### src/rtl/lsu_ctrl.sv
// Load/store controller between the MEM stage and a word-addressed 4 KB data BRAM.
// Stores take 2 cycles, loads 3, misaligned or illegal accesses 1; one IDLE cycle separates requests.
module lsu_ctrl (
  input  logic        clk,
  input  logic        rst,
  input  logic        req_valid,
  input  logic        req_we,
  input  logic [31:0] req_addr,
  input  logic [31:0] req_wdata,
  input  logic [2:0]  req_dm_select,
  output logic        req_ready,
  output logic        dm_en,
  output logic [3:0]  dm_wea,
  output logic [9:0]  dm_addr,
  output logic [31:0] dm_din,
  input  logic [31:0] dm_dout,
  output logic        ld_valid,
  output logic [31:0] ld_data,
  output logic [1:0]  ld_byte_offset,
  output logic [2:0]  ld_dm_select,
  output logic        misalign
);

  typedef enum logic [1:0] {IDLE, ACCESS, WAIT, DONE} state_t;

  state_t      state_q, state_d;
  logic        dm_en_q, dm_en_d;
  logic [3:0]  dm_wea_q, dm_wea_d;
  logic [9:0]  dm_addr_q, dm_addr_d;
  logic [31:0] dm_din_q, dm_din_d;
  logic        ld_valid_q, ld_valid_d;
  logic [31:0] ld_data_q, ld_data_d;
  logic [1:0]  ld_off_q, ld_off_d;
  logic [2:0]  ld_sel_q, ld_sel_d;
  logic        misalign_q, misalign_d;
  logic        ready_q, ready_d;
  logic        is_load_q, is_load_d;

  // Address bits above the 4 KB window are deliberately ignored.
  logic unused_addr_hi;
  assign unused_addr_hi = ^req_addr[31:12];

  function automatic logic access_bad(input logic [2:0] sel, input logic [1:0] off);
    case (sel)
      3'd0, 3'd4: access_bad = 1'b0;
      3'd1, 3'd5: access_bad = off[0];
      3'd2:       access_bad = (off != 2'd0);
      default:    access_bad = 1'b1;
    endcase
  endfunction

  function automatic logic [3:0] store_lanes(input logic [2:0] sel, input logic [1:0] off);
    case (sel[1:0])
      2'd0:    store_lanes = 4'b0001 << off;
      2'd1:    store_lanes = off[1] ? 4'b1100 : 4'b0011;
      default: store_lanes = 4'b1111;
    endcase
  endfunction

  function automatic logic [31:0] store_data(input logic [2:0] sel, input logic [31:0] wdata);
    case (sel[1:0])
      2'd0:    store_data = {4{wdata[7:0]}};
      2'd1:    store_data = {2{wdata[15:0]}};
      default: store_data = wdata;
    endcase
  endfunction

  always_comb begin
    state_d    = state_q;
    dm_en_d    = 1'b0;
    dm_wea_d   = 4'b0000;
    dm_addr_d  = dm_addr_q;
    dm_din_d   = dm_din_q;
    ld_valid_d = 1'b0;
    ld_data_d  = ld_data_q;
    ld_off_d   = ld_off_q;
    ld_sel_d   = ld_sel_q;
    misalign_d = 1'b0;
    ready_d    = 1'b0;
    is_load_d  = is_load_q;
    case (state_q)
      // Request intake: bad accesses skip the BRAM entirely.
      IDLE: begin
        if (req_valid) begin
          if (access_bad(req_dm_select, req_addr[1:0])) begin
            state_d    = DONE;
            ready_d    = 1'b1;
            misalign_d = 1'b1;
            is_load_d  = 1'b0;
          end else begin
            state_d   = ACCESS;
            dm_en_d   = 1'b1;
            dm_addr_d = req_addr[11:2];
            is_load_d = ~req_we;
            if (req_we) begin
              dm_wea_d = store_lanes(req_dm_select, req_addr[1:0]);
              dm_din_d = store_data(req_dm_select, req_wdata);
            end
          end
        end
      end
      // BRAM samples the enable this cycle.
      ACCESS: begin
        if (is_load_q) begin
          state_d = WAIT;
        end else begin
          state_d = DONE;
          ready_d = 1'b1;
        end
      end
      // Read data is valid now; capture it with its alignment info.
      WAIT: begin
        state_d    = DONE;
        ld_data_d  = dm_dout;
        ld_off_d   = req_addr[1:0];
        ld_sel_d   = req_dm_select;
        ld_valid_d = 1'b1;
        ready_d    = 1'b1;
      end
      DONE: state_d = IDLE;
      default: state_d = IDLE;
    endcase
  end

  always_ff @(posedge clk) begin
    if (rst) begin
      state_q    <= IDLE;
      dm_en_q    <= 1'b0;
      dm_wea_q   <= 4'b0000;
      dm_addr_q  <= 10'd0;
      dm_din_q   <= 32'd0;
      ld_valid_q <= 1'b0;
      ld_data_q  <= 32'd0;
      ld_off_q   <= 2'd0;
      ld_sel_q   <= 3'd0;
      misalign_q <= 1'b0;
      ready_q    <= 1'b0;
      is_load_q  <= 1'b0;
    end else begin
      state_q    <= state_d;
      dm_en_q    <= dm_en_d;
      dm_wea_q   <= dm_wea_d;
      dm_addr_q  <= dm_addr_d;
      dm_din_q   <= dm_din_d;
      ld_valid_q <= ld_valid_d;
      ld_data_q  <= ld_data_d;
      ld_off_q   <= ld_off_d;
      ld_sel_q   <= ld_sel_d;
      misalign_q <= misalign_d;
      ready_q    <= ready_d;
      is_load_q  <= is_load_d;
    end
  end

  assign req_ready      = ready_q;
  assign dm_en          = dm_en_q;
  assign dm_wea         = dm_wea_q;
  assign dm_addr        = dm_addr_q;
  assign dm_din         = dm_din_q;
  assign ld_valid       = ld_valid_q;
  assign ld_data        = ld_data_q;
  assign ld_byte_offset = ld_off_q;
  assign ld_dm_select   = ld_sel_q;
  assign misalign       = misalign_q;

endmodule
### config.mk
export PLATFORM = sky130hd
export DESIGN_NAME = lsu_ctrl
export DESIGN_NICKNAME = d
export VERILOG_FILES = /design/src/rtl/lsu_ctrl.sv
export SDC_FILE = /design/constraint.sdc
export NUM_CORES = 1
export LEC_CHECK = 0
export BUFFER_PORTS_ARGS = -buffer_cell sky130_fd_sc_hd__buf_4
export CORE_ASPECT_RATIO = 1.75
export CORE_MARGIN = 2
export CORE_UTILIZATION = 31
export CTS_CLUSTER_DIAMETER = 50
export DETAILED_ROUTE_END_ITERATION = 16
export GPL_ROUTABILITY_DRIVEN = 0
export PLACE_DENSITY_LB_ADDON = 0.2
export SLEW_MARGIN = 10
export SYNTH_ARGS = -nofsm -noshare
export SYNTH_HDL_FRONTEND = slang
export SYNTH_SLANG_ARGS = --single-unit
### constraint.sdc
create_clock -name clk -period 4.52 [get_ports clk]
set_input_delay 0.226 -clock clk [delete_from_list [all_inputs] [get_ports clk]]
set_output_delay 0.226 -clock clk [all_outputs]
set_load 0.05 [all_outputs]
-- Word-level counts from Yosys, hierarchy flattened
Cells that the tools add are included.
- shifts and indexed selects: 1
- bitwise operators: 4
- multiplexer cells: 17
- add/subtract/negate cells: 0
- divide/modulo/power cells: 0
- $lt $le $gt $ge: 0
- $mul: 0
- equality and inequality tests: 9
- reductions and logical operators: 12
- operator list (kind ; count):
    case mux 32 bit (2 select lines) ; 1
    two-way mux 1 bit ; 9
    case mux 2 bit (4 select lines) ; 1
    case mux 4 bit (2 select lines) ; 1
    equality test 3 bit, second input constant ; 2
    case mux 1 bit (3 select lines) ; 2
    OR reduction 2 bit ; 3
    OR reduction 5 bit ; 1
    equality test 2 x 1 -> 1 bit, second input constant ; 2
    equality test 2 bit, second input constant ; 2
    zero test 2 bit ; 2
    two-way mux 2 bit ; 2
    two-way mux 4 bit ; 1
    inverter 1 bit ; 4
    AND reduction 4 bit ; 1
    left shift 1 x 2 -> 4 bit, first input constant ; 1
    equality test 3 x 1 -> 1 bit, second input constant ; 1
    equality test 3 x 2 -> 1 bit, second input constant ; 1
    zero test 3 bit ; 1
    AND reduction 3 bit ; 1
    OR reduction 3 bit ; 1
    inequality test 2 bit, second input constant ; 1
    AND reduction 2 bit ; 1
    nonzero test 2 bit ; 1
- memories kept: 0
- RAM bits: 0
- latch bits: 0
- ROM bits: 0
- register bits after elaboration: 90
- input bits: 103

-- Longest topological paths before layout
Gate-level depths: netlist of run 1.
- word-level depth: 8
- gate-level depth with buffers: 7

-- Least setup slack after synthesis of run 1
No wires, ideal clock.
- kind: register -> register
- start point: register state_q[0]
- end point: register dm_din_q[12], in the netlist dm_din[12]
- clock period less this slack: 1601 ps
- data required time: 4397 ps
- stages on the path, launching flop included: 7
- data arrival time: 1478 ps
- slack: 2919 ps
- cells stage by stage: dfxtp_1 > inv_1 > ha_1 > and3_1 > o21ai_2 > buf_4 > mux2_1
- word-level cells in the longest chain between the ends: 2
- ends and longest elaborated chain (what ; RTL line ; source):
    from (decl) ; 26 ; state_t state_q, state_d;
    from (signal assigned) ; 140 ; state_q <= state_d;
    zero test 2 bit ; 81 ; case (state_q)
    AND reduction 4 bit (no source line) ; - ;
    to (signal assigned) ; 144 ; dm_din_q <= dm_din_d;
    to (decl) ; 30 ; logic [31:0] dm_din_q, dm_din_d;
Every way passes these cells.
A chain may end at the register's enable or synchronous reset.

-- Worst setup path in the final report of run 1
- start point: register state_q[0]
- end point: register dm_din_q[30], in the netlist dm_din[30]
The elaborated chain is that of the path after synthesis.

==> results of run 1 <==
[critical path: stages, from the launching register on]
cell     delay, ns
dfxtp_1       0.40
inv_1         0.09
ha_1          0.26
and3_1        0.20
o21ai_2       0.43
buf_4         0.34
mux2i_1       0.21
[metal layers]
layer  up-vias  wire length (um)  share of wire
met5         -                 0              0
met4         0               154          0.015
met3         9               692          0.066
met2       111              5580           0.54
met1      1527              3990           0.38
li1       1680                 -              -
[registers in the layout (all words and copies together), names as in the netlist]
| signal | cells |
|---|---|
| dm_addr | 10 |
| dm_din | 32 |
| dm_en | 1 |
| dm_wea | 4 |
| is_load_q | 1 |
| ld_byte_offset | 2 |
| ld_data | 32 |
| ld_dm_select | 3 |
| ld_valid | 1 |
| misalign | 1 |
| req_ready | 1 |
| state_q | 2 |
[cell families after synthesis]
logic type      after synthesis
simple gates                136
mux                          95
flops                        90
compound gates               44
buf+inv                      38
fa+ha+maj                     4
[where the power goes]
part           leakage [nW]  internal, W  total, W  switching [W]
Sequential            0.732     0.000912  0.000972      0.0000601
Combinational          1.65     0.000392   0.00107       0.000674
Clock                 0.134     0.000404  0.000716       0.000313
[cell usage in the layout (no fill, tap or decap), types with 2 or more instances in the layout]
cell and count:
buf_4 170, dfxtp_1 90, mux2i_1 71, nand2_1 63, nor2_1 39, mux2_2 16, a21oi_1 14, o21ai_0 11
nand2b_1 9, nor2b_1 9, clkbuf_16 9, o211ai_1 8, mux2_1 8, inv_1 6, or3b_2 4, or3b_1 4
a211oi_1 3, ha_1 3, clkinvlp_4 3, and3_1 2, nor3_1 2, a21oi_2 2, clkbuf_8 2
[final cells by class]
class | count | area share
multi-input cells | 279 | 0.350
flip-flops and latches | 90 | 0.325
repair buffers | 170 | 0.230
clock buffers | 11 | 0.0456
well taps | 168 | 0.0379
clock inverters | 5 | 0.00654
inverters | 7 | 0.00474
[worst paths after layout]
kind                                 from                 endpoint  depth (start not counted)
setup / recovery  state_q[0]$_SDFFE_PP0P_  dm_din[30]$_SDFFE_PP0P_                          6
hold / removal                 dm_dout[3]  ld_data[3]$_SDFFE_PP0P_                          3
setup reg to reg  state_q[0]$_SDFFE_PP0P_  dm_din[30]$_SDFFE_PP0P_                          6
hold reg to reg    dm_din[2]$_SDFFE_PP0P_   dm_din[2]$_SDFFE_PP0P_                          2
[through the flow]
step	cell area [um^2]	worst slack (ns)	hold WS [ns]	power [W]	utilization
after floorplan	3980	2.92	0.367	0.00177	-
after global placement	5260	2.25	0.445	0.00205	0.420
after detailed placement	5260	2.16	0.452	0.00207	0.420
after CTS	5540	2.48	0.117	0.00279	0.444
after global routing	5540	2.35	0.119	0.00291	0.444
final	5540	2.50	0.128	0.00275	0.444
==> impl_metrics.json, run 1 <==
{
  "outcome": "finished, final reports clean",
  "seq_area_frac_synth": 0.453,
  "multi_input_area_mm2": 0.00194,
  "fmax_ghz": 0.495,
  "synth_common_cells": "dfxtp_1 (90), mux2i_1 (71), nand2_1 (63)",
  "grt_use_met1": 0.164,
  "criticalPathCategory": "reg -> reg",
  "synth_area_leaders": "dfxtp_1 (45%), mux2i_1 (18%), nand2_1 (5.9%)",
  "hold_path.class": "in -> reg",
  "required_ns": 4.78,
  "fp.dieW_um": 89.6,
  "finalSetupViolCount": 0,
  "synth-adder-area-share": 0.0126,
  "rrSetupSlack_ns": 2.50,
  "layout.nets": 664,
  "synthMuxAreaShare": 0.247,
  "finalHoldViolations": 0,
  "overflow": 0,
  "synth_most_common_cell": "dfxtp_1",
  "gr-usage-all-layers": 0.151,
  "antenna_found_initial": 0,
  "maxSlewViolCount": 0,
  "syn_area_per_cell_um2": 9.78,
  "async_flop_share": 0,
  "post_cts_buffers": 0,
  "die-area_mm2": 0.0138,
  "relSlewSlack": 0.218,
  "max_cap_violations": 0,
  "grt_start_max_net_pins": 70,
  "initial_core_util": 0.318,
  "num_vias": 3327,
  "antenna_cells": 0,
  "setup-tns-final_ns": 0,
  "synth_edf_count": 0,
  "yosysUniqueCellTypes": 38,
  "synth_xor_area_frac": 0,
  "syn_area_mm2": 0.00398,
  "synthCells": 407,
  "drive_gt1_frac": 0.383,
  "tritoncts": "yes",
  "hpwl_um": 7610,
  "cts_sinks": 90,
  "seq_area_mm2": 0.00180,
  "gr-usage-met3": 0.0462,
  "cts_made_buffers": 9,
  "tightest_slew_ns": 1.17,
  "cts.clk_slew.worst_paths_ns": 0.07,
  "synth_compound_area_frac": 0.0701,
  "yosysWarnings": 0,
  "synth_top_family_by_area": "multiplexers",
  "clock-root-buffer": "clkbuf_16",
  "yosys.area_share.simple": 0.158,
  "numPortBuffers": 169,
  "worstPathArrival_ns": 2.28,
  "instances_no_fill": 730,
  "h-tree-depth": 3,
  "dp_cells": 714,
  "clockBufferDepth": 2,
  "synth_top_area_frac": 0.453,
  "worst-path-max-fanout": 18,
  "cts_hold_buffers": 0,
  "fp.coreArea_mm2": 0.0125,
  "synth_fp_nets": 514,
  "area_growth_pct": 39.3,
  "met2_usage": 0.267,
  "fin_skew_ns": 0.00779,
  "post-route-drc-count": 0,
  "p_leak_nw": 2.51,
  "fp-row-count": 54,
  "synth_ff_type": "dfxtp_1",
  "drt_iter0_drc": 64,
  "grt_setup_unrepaired": "false",
  "p_per_area_mw_per_mm2": 497,
  "via_per_inst": 4.56,
  "yosys_register_bits": 90,
  "ctsResizeCount": 0,
  "first_pass_iters": 4,
  "ios": 190,
  "final.fill_count": 1257,
  "wirelength_um": 10400,
  "period_share": 0.447,
  "synth_area_leader_cell": "dfxtp_1",
  "grt_pass1_vias": 3228,
  "top_usage_layer": "met2",
  "die_y_um": 154,
  "period_needed_ns": 2.02,
  "cp-start-kind": "flop",
  "clk_latency_ns": 0.34,
  "endpoint_kind": "flop",
  "ir_drop_mv": 0.192,
  "antenna_left": 0,
  "wire_per_inst_um": 14.3,
  "grt_pass1_wl_um": 16100
}
(Power assumes the default switching activity.)
==> run 2: changes to the inputs <==
--- a/config.mk
+++ b/config.mk
@@ -5,6 +5,7 @@
 export SDC_FILE = /design/constraint.sdc
 export NUM_CORES = 1
 export LEC_CHECK = 0
+export ABC_AREA = 1
 export BUFFER_PORTS_ARGS = -buffer_cell sky130_fd_sc_hd__buf_4
 export CORE_ASPECT_RATIO = 1.75
 export CORE_MARGIN = 2
==> constraint.sdc (replaced) <==
create_clock -name clk -period 1.65 [get_ports clk]
set_input_delay 0.0825 -clock clk [delete_from_list [all_inputs] [get_ports clk]]
set_output_delay 0.0825 -clock clk [all_outputs]
set_load 0.05 [all_outputs]
==> run 2 against run 1 <==
Setup slack lost 2.3 ns; sequential power grew to 2.9 times the previous value; count of clock-buffer cells in the layout down 1; non-clock buffer count grew 57; maximum frequency grew 35%.
==> impl_metrics.json, run 2 <==
{
  "outcome": "finished, final reports clean",
  "grt_pass1_wl_um": 18200,
  "hold_path.class": "in -> reg",
  "grt_start_max_net_pins": 65,
  "required_ns": 1.88,
  "hpwl_um": 8230,
  "cts_sinks": 90,
  "fin_ws_ns": 0.152,
  "yosysUniqueCellTypes": 20,
  "p_clk_frac": 0.255,
  "max_cap_violations": 0,
  "gr-usage-all-layers": 0.182,
  "r2r_cells": 8,
  "via_per_inst": 4.59,
  "tightest_slew_ns": 0.380,
  "cts_made_buffers": 9,
  "finalHoldViolations": 0,
  "layout.nets": 850,
  "die-area_mm2": 0.0128,
  "syn_area_mm2": 0.00368,
  "worst-path-max-fanout": 16,
  "antenna_left": 0,
  "clockBufferDepth": 2,
  "whs_ns": 0.0233,
  "pre_cts_ws_ns": 0.132,
  "overflow": 0,
  "fin_skew_ns": 0.00552,
  "yosysWarnings": 0,
  "synth_top_area_frac": 0.490,
  "crit_path_frequent_cell": "nor2_1",
  "h-tree-depth": 3,
  "drive_gt1_frac": 0.281,
  "pwr-share-seq": 0.325,
  "fp-row-count": 52,
  "power.switching_w": 0.00365,
  "final.fill_count": 1124,
  "syn_area_per_cell_um2": 6.88,
  "fmax_ghz": 0.668,
  "wirelength_um": 12100,
  "drt_iter0_drc": 122,
  "synth_edf_count": 0,
  "yosys_register_bits": 90,
  "tritoncts": "yes",
  "relSlewSlack": 0.746,
  "cp-start-kind": "flop",
  "p_per_area_mw_per_mm2": 1490,
  "fp.dieW_um": 86.3,
  "area_growth_pct": 60.7,
  "finalSetupViolCount": 0,
  "worstHoldEndpoint": "dm_addr[9]$_SDFFE_PP0P_",
  "post_cts_buffers": 0,
  "setup-tns-final_ns": 0,
  "timing.rr.end": "dm_din[12]$_SDFFE_PP0P_",
  "min_path_cells": 3,
  "numPortBuffers": 169,
  "period_needed_ns": 1.50,
  "crit_slowest_cell": "dfxtp_1",
  "clock-root-buffer": "clkbuf_16",
  "maxSlewViolCount": 0,
  "async_flop_share": 0,
  "synth_area_leader_cell": "dfxtp_1",
  "worstPathArrival_ns": 1.73,
  "initial_core_util": 0.317,
  "switching_share": 0.415,
  "period_share": 0.908,
  "final_common_cell": "buf_4",
  "post-route-util": 0.510,
  "rrSetupSlack_ns": 0.15,
  "p_leak_nw": 3.07,
  "cts.clk_slew.worst_paths_ns": 0.06,
  "post-route-drc-count": 0,
  "criticalPathCategory": "reg -> reg",
  "synth_ff_type": "dfxtp_1",
  "intPower_w": 0.00515,
  "synth_fp_nets": 641,
  "num_vias": 4053,
  "first_pass_iters": 4,
  "synth_common_cells": "nor2_1 (139), nand2_1 (129), dfxtp_1 (90)",
  "fp.coreArea_mm2": 0.0116,
  "seq_area_mm2": 0.00180,
  "grt_setup_unrepaired": "false",
  "wire_per_inst_um": 13.7,
  "min_from": "req_addr[11]",
  "multi_input_area_mm2": 0.00157,
  "die_y_um": 148,
  "endpoint_kind": "flop",
  "ios": 190,
  "path_cells": "inv_1, ha_1, nand2_1, inv_2, nand4_4, clkbuf_16, nor2_1, nor2_1",
  "final_cell_mix": "buf_4 (182), nor2_1 (138), nand2_1 (129)",
  "p_comb_frac": 0.420,
  "antenna_cells": 0,
  "seq_area_frac_synth": 0.490,
  "clk_latency_ns": 0.34,
  "synthCells": 534,
  "grt_pass1_vias": 3870,
  "ir_drop_mv": 0.890,
  "r2r-start": "state_q[0]$_SDFFE_PP0P_",
  "antenna_found_initial": 0,
  "finalPower_w": 0.00880,
  "cpPeakStageDelay_ns": 0.33,
  "synth_area_leaders": "dfxtp_1 (49%), nor2_1 (14%), nand2_1 (13%)",
  "synth_most_common_cell": "nor2_1"
}
[run 2: cell type report]
cell class / count / share of cell area
inverters: 52 / 0.0330
multi-input cells: 363 / 0.266
repair buffers: 227 / 0.312
well taps: 135 / 0.0286
flip-flops and latches: 90 / 0.305
clock inverters: 6 / 0.0148
clock buffers: 10 / 0.0405
[run 2: how the worst max path moves through the flow]
| stage | start | endpoint | slack (ns) | depth (start not counted) |
|---|---|---|---|---|
| after floorplan | state_q[0]$_SDFFE_PP0P_ | dm_din[7]$_SDFFE_PP0P_ | 0.29 | 8 |
| after global placement | state_q[0]$_SDFFE_PP0P_ | dm_din[7]$_SDFFE_PP0P_ | 0.18 | 9 |
| after detailed placement | state_q[0]$_SDFFE_PP0P_ | dm_din[31]$_SDFFE_PP0P_ | 0.13 | 9 |
| after CTS | state_q[0]$_SDFFE_PP0P_ | dm_din[31]$_SDFFE_PP0P_ | 0.12 | 9 |
| after global routing | state_q[0]$_SDFFE_PP0P_ | dm_din[29]$_SDFFE_PP0P_ | 0.008 | 9 |
| final | state_q[0]$_SDFFE_PP0P_ | dm_din[12]$_SDFFE_PP0P_ | 0.15 | 8 |
[run 2: metal layers]
metal | vias to the layer above | track usage | share of wire
li1 | 2064 | - | -
met1 | 1820 | 0.193 | 0.38
met2 | 150 | 0.328 | 0.53
met3 | 19 | 0.0477 | 0.064
met4 | 0 | 0.0875 | 0.025
met5 | - | 0 | 0
[run 2: critical path, delay by kind of cell (launching register included)]
family | cells | cell delay [ns]
adders and majority gates | 1 | 0.19
buffers and inverters | 3 | 0.42
DFF | 1 | 0.33
and+or+nand+nor | 4 | 0.43
[run 2: kinds of logic after synthesis]
logic type,after synthesis,share of synthesized area
DFF,90,0.490
adders and majority gates,4,0.0136
AOI/OAI and AO/OA,76,0.111
buffers and inverters,81,0.0854
and+or+nand+nor,283,0.300
[run 2: what timing repair did]
action / CTS / global route
hold buffers: 42 / 0
endpoints found under the hold margin: 42 / 0
resized for setup: 0 / 3
endpoints found under the setup margin: 0 / 13
[run 2: per-stage QoR]
stage	std cells	area, um^2
3_3_place_gp	823	5110
4_1_cts	881	5860
2_1_floorplan	534	3680
5_1_grt	883	5910
6_report	883	5910
3_5_place_dp	823	5110
[run 2: power groups by stage]
stage               sequential, W  clock, W  combinational (W)
finish                    0.00286   0.00224            0.00370
global route              0.00292   0.00240            0.00396
CTS                       0.00287   0.00232            0.00368
detailed placement        0.00291         0            0.00360
global placement          0.00289         0            0.00354
floorplan                 0.00435         0           0.000934
==> run 3: changes to the inputs <==
==> constraint.sdc (replaced) <==
create_clock -name clk -period 1.65 [get_ports clk]
set_input_delay 0.165 -clock clk [delete_from_list [all_inputs] [get_ports clk]]
set_output_delay 0.165 -clock clk [all_outputs]
set_load 0.05 [all_outputs]
==> run 3 against run 2 <==
Critical path depth increased by 1; core utilization decreased by 2.9 points; combinational power decreased by 2%; routed wire length decreased by 6.3%; final area decreased by 5.8%; worst hold slack improved by 0.024 ns; sequential share of layout area increased by 1.9 points; first-iteration DRC count increased by 4.9%; clock skew increased by 0.0027 ns; total power decreased by 2.5%; via count decreased by 4.0%; critical endpoint is now dm_din[3]$_SDFFE_PP0P_.
==> impl_metrics.json, run 3 (synthesized netlist as in run 2, its figures left out) <==
{
  "cts_sinks": 90,
  "final_cell_mix": "buf_4 (181), nor2_1 (138), nand2_1 (128)",
  "min_path_cells": 3,
  "seq_area_mm2": 0.00180,
  "fin_ws_ns": 0.119,
  "tritoncts": "yes",
  "worstHoldEndpoint": "ld_data[30]$_SDFFE_PP0P_",
  "area_growth_pct": 51.4,
  "finalPower_w": 0.00858,
  "min_from": "dm_dout[30]",
  "clock-root-buffer": "clkbuf_16",
  "final.fill_count": 1218,
  "fp.coreArea_mm2": 0.0116,
  "layout.nets": 812,
  "max_cap_violations": 0,
  "fin_skew_ns": 0.00819,
  "antenna_found_initial": 0,
  "grt_setup_unrepaired": "false",
  "drt_iter0_drc": 128,
  "initial_core_util": 0.317,
  "setup-tns-final_ns": 0,
  "outcome": "finished, final reports clean",
  "finalHoldViolations": 0,
  "p_per_area_mw_per_mm2": 1540,
  "timing.rr.end": "dm_din[3]$_SDFFE_PP0P_",
  "cpPeakStageDelay_ns": 0.33,
  "r2r-start": "state_q[0]$_SDFFE_PP0P_",
  "endpoint_kind": "flop",
  "cp-start-kind": "flop",
  "antenna_left": 0,
  "worst-path-max-fanout": 22,
  "post-route-util": 0.481,
  "clk_latency_ns": 0.33,
  "h-tree-depth": 3,
  "die_y_um": 148,
  "p_leak_nw": 2.92,
  "grt_start_max_net_pins": 50,
  "antenna_cells": 0,
  "overflow": 0,
  "hpwl_um": 8190,
  "via_per_inst": 4.61,
  "cts_made_buffers": 9,
  "tightest_slew_ns": 0.406,
  "crit_path_frequent_cell": "nor2_1",
  "path_cells": "inv_1, ha_2, nand2_1, inv_2, nand4_4, buf_12, clkbuf_16, nor2_1, nor2_1",
  "wire_per_inst_um": 13.4,
  "final_common_cell": "buf_4",
  "finalSetupViolCount": 0,
  "multi_input_area_mm2": 0.00158,
  "worstPathArrival_ns": 1.75,
  "ir_drop_mv": 0.815,
  "numPortBuffers": 169,
  "fp.dieW_um": 86.3,
  "num_vias": 3892,
  "period_share": 0.928,
  "die-area_mm2": 0.0128,
  "ios": 190,
  "pre_cts_ws_ns": 0.0675,
  "r2r_cells": 9,
  "rrSetupSlack_ns": 0.12,
  "fp-row-count": 52,
  "maxSlewViolCount": 0,
  "required_ns": 1.87,
  "gr-usage-all-layers": 0.174,
  "criticalPathCategory": "reg -> reg",
  "hold_path.class": "in -> reg",
  "drive_gt1_frac": 0.303,
  "cts.clk_slew.worst_paths_ns": 0.06,
  "first_pass_iters": 4,
  "grt_pass1_wl_um": 17500,
  "period_needed_ns": 1.53,
  "wirelength_um": 11300,
  "crit_slowest_cell": "dfxtp_1",
  "post-route-drc-count": 0,
  "relSlewSlack": 0.728,
  "fmax_ghz": 0.653,
  "grt_pass1_vias": 3677,
  "whs_ns": 0.0473,
  "clockBufferDepth": 2
}
-- run 3: cell types whose count changed in the layout (fill, tap and decap cells not counted), sizes merged --
cell	change
clkbuf	+4
inv	-1
buf	+3
dlygate4sd3	-42
clkinvlp	+1
clkinv	-2
bufinv	-1
-- run 3: per-stage QoR --
| stage | instance area [um^2] | instances |
|---|---|---|
| global route | 5570 | 845 |
| global placement | 5140 | 824 |
| detailed placement | 5140 | 824 |
| floorplan | 3680 | 534 |
| finish | 5570 | 845 |
| CTS | 5450 | 840 |
-- run 3: how the worst max path moves through the flow --
stage,from,end
2_1_floorplan,state_q[0]$_SDFFE_PP0P_,dm_din[7]$_SDFFE_PP0P_
3_3_place_gp,state_q[0]$_SDFFE_PP0P_,dm_wea[1]$_SDFF_PP0_
3_5_place_dp,state_q[0]$_SDFFE_PP0P_,dm_din[21]$_SDFFE_PP0P_
4_1_cts,state_q[0]$_SDFFE_PP0P_,dm_wea[0]$_SDFF_PP0_
5_1_grt,state_q[0]$_SDFFE_PP0P_,dm_din[11]$_SDFFE_PP0P_
6_report,state_q[0]$_SDFFE_PP0P_,dm_din[3]$_SDFFE_PP0P_
-- run 3: worst max-delay path, delay by kind of cell, from the launching register on --
family	cells	cell delay, ns
adders and majority gates	1	0.20
buffers and inverters	4	0.53
DFF	1	0.33
and+or+nand+nor	4	0.35
-- run 3: routing by layer --
layer,up-vias,GRT usage,routed length (um)
li1,1992,-,-
met1,1737,0.199,4350
met2,145,0.295,5760
met3,18,0.0422,780
met4,0,0.0938,394
met5,-,0,0
-- run 3: power breakdown --
group	leakage (nW)	internal (W)	switching [W]	total (W)
Sequential	0.733	0.00263	0.000226	0.00286
Combinational	2.04	0.00110	0.00252	0.00362
Clock	0.146	0.00126	0.000833	0.00210
Total	2.92	0.00499	0.00358	0.00858
-- run 3: final cells by class --
class	instances	share of cell area
multi-input cells	363	0.284
inverters	52	0.0351
clock buffers	13	0.0468
repair buffers	189	0.272
clock inverters	3	0.00832
flip-flops and latches	90	0.324
well taps	135	0.0304
-- run 3: repair_timing --
item	CTS	global route
resized for setup	0	8
hold buffers	0	0
buffers inserted	0	3
endpoints found under the setup margin	0	20
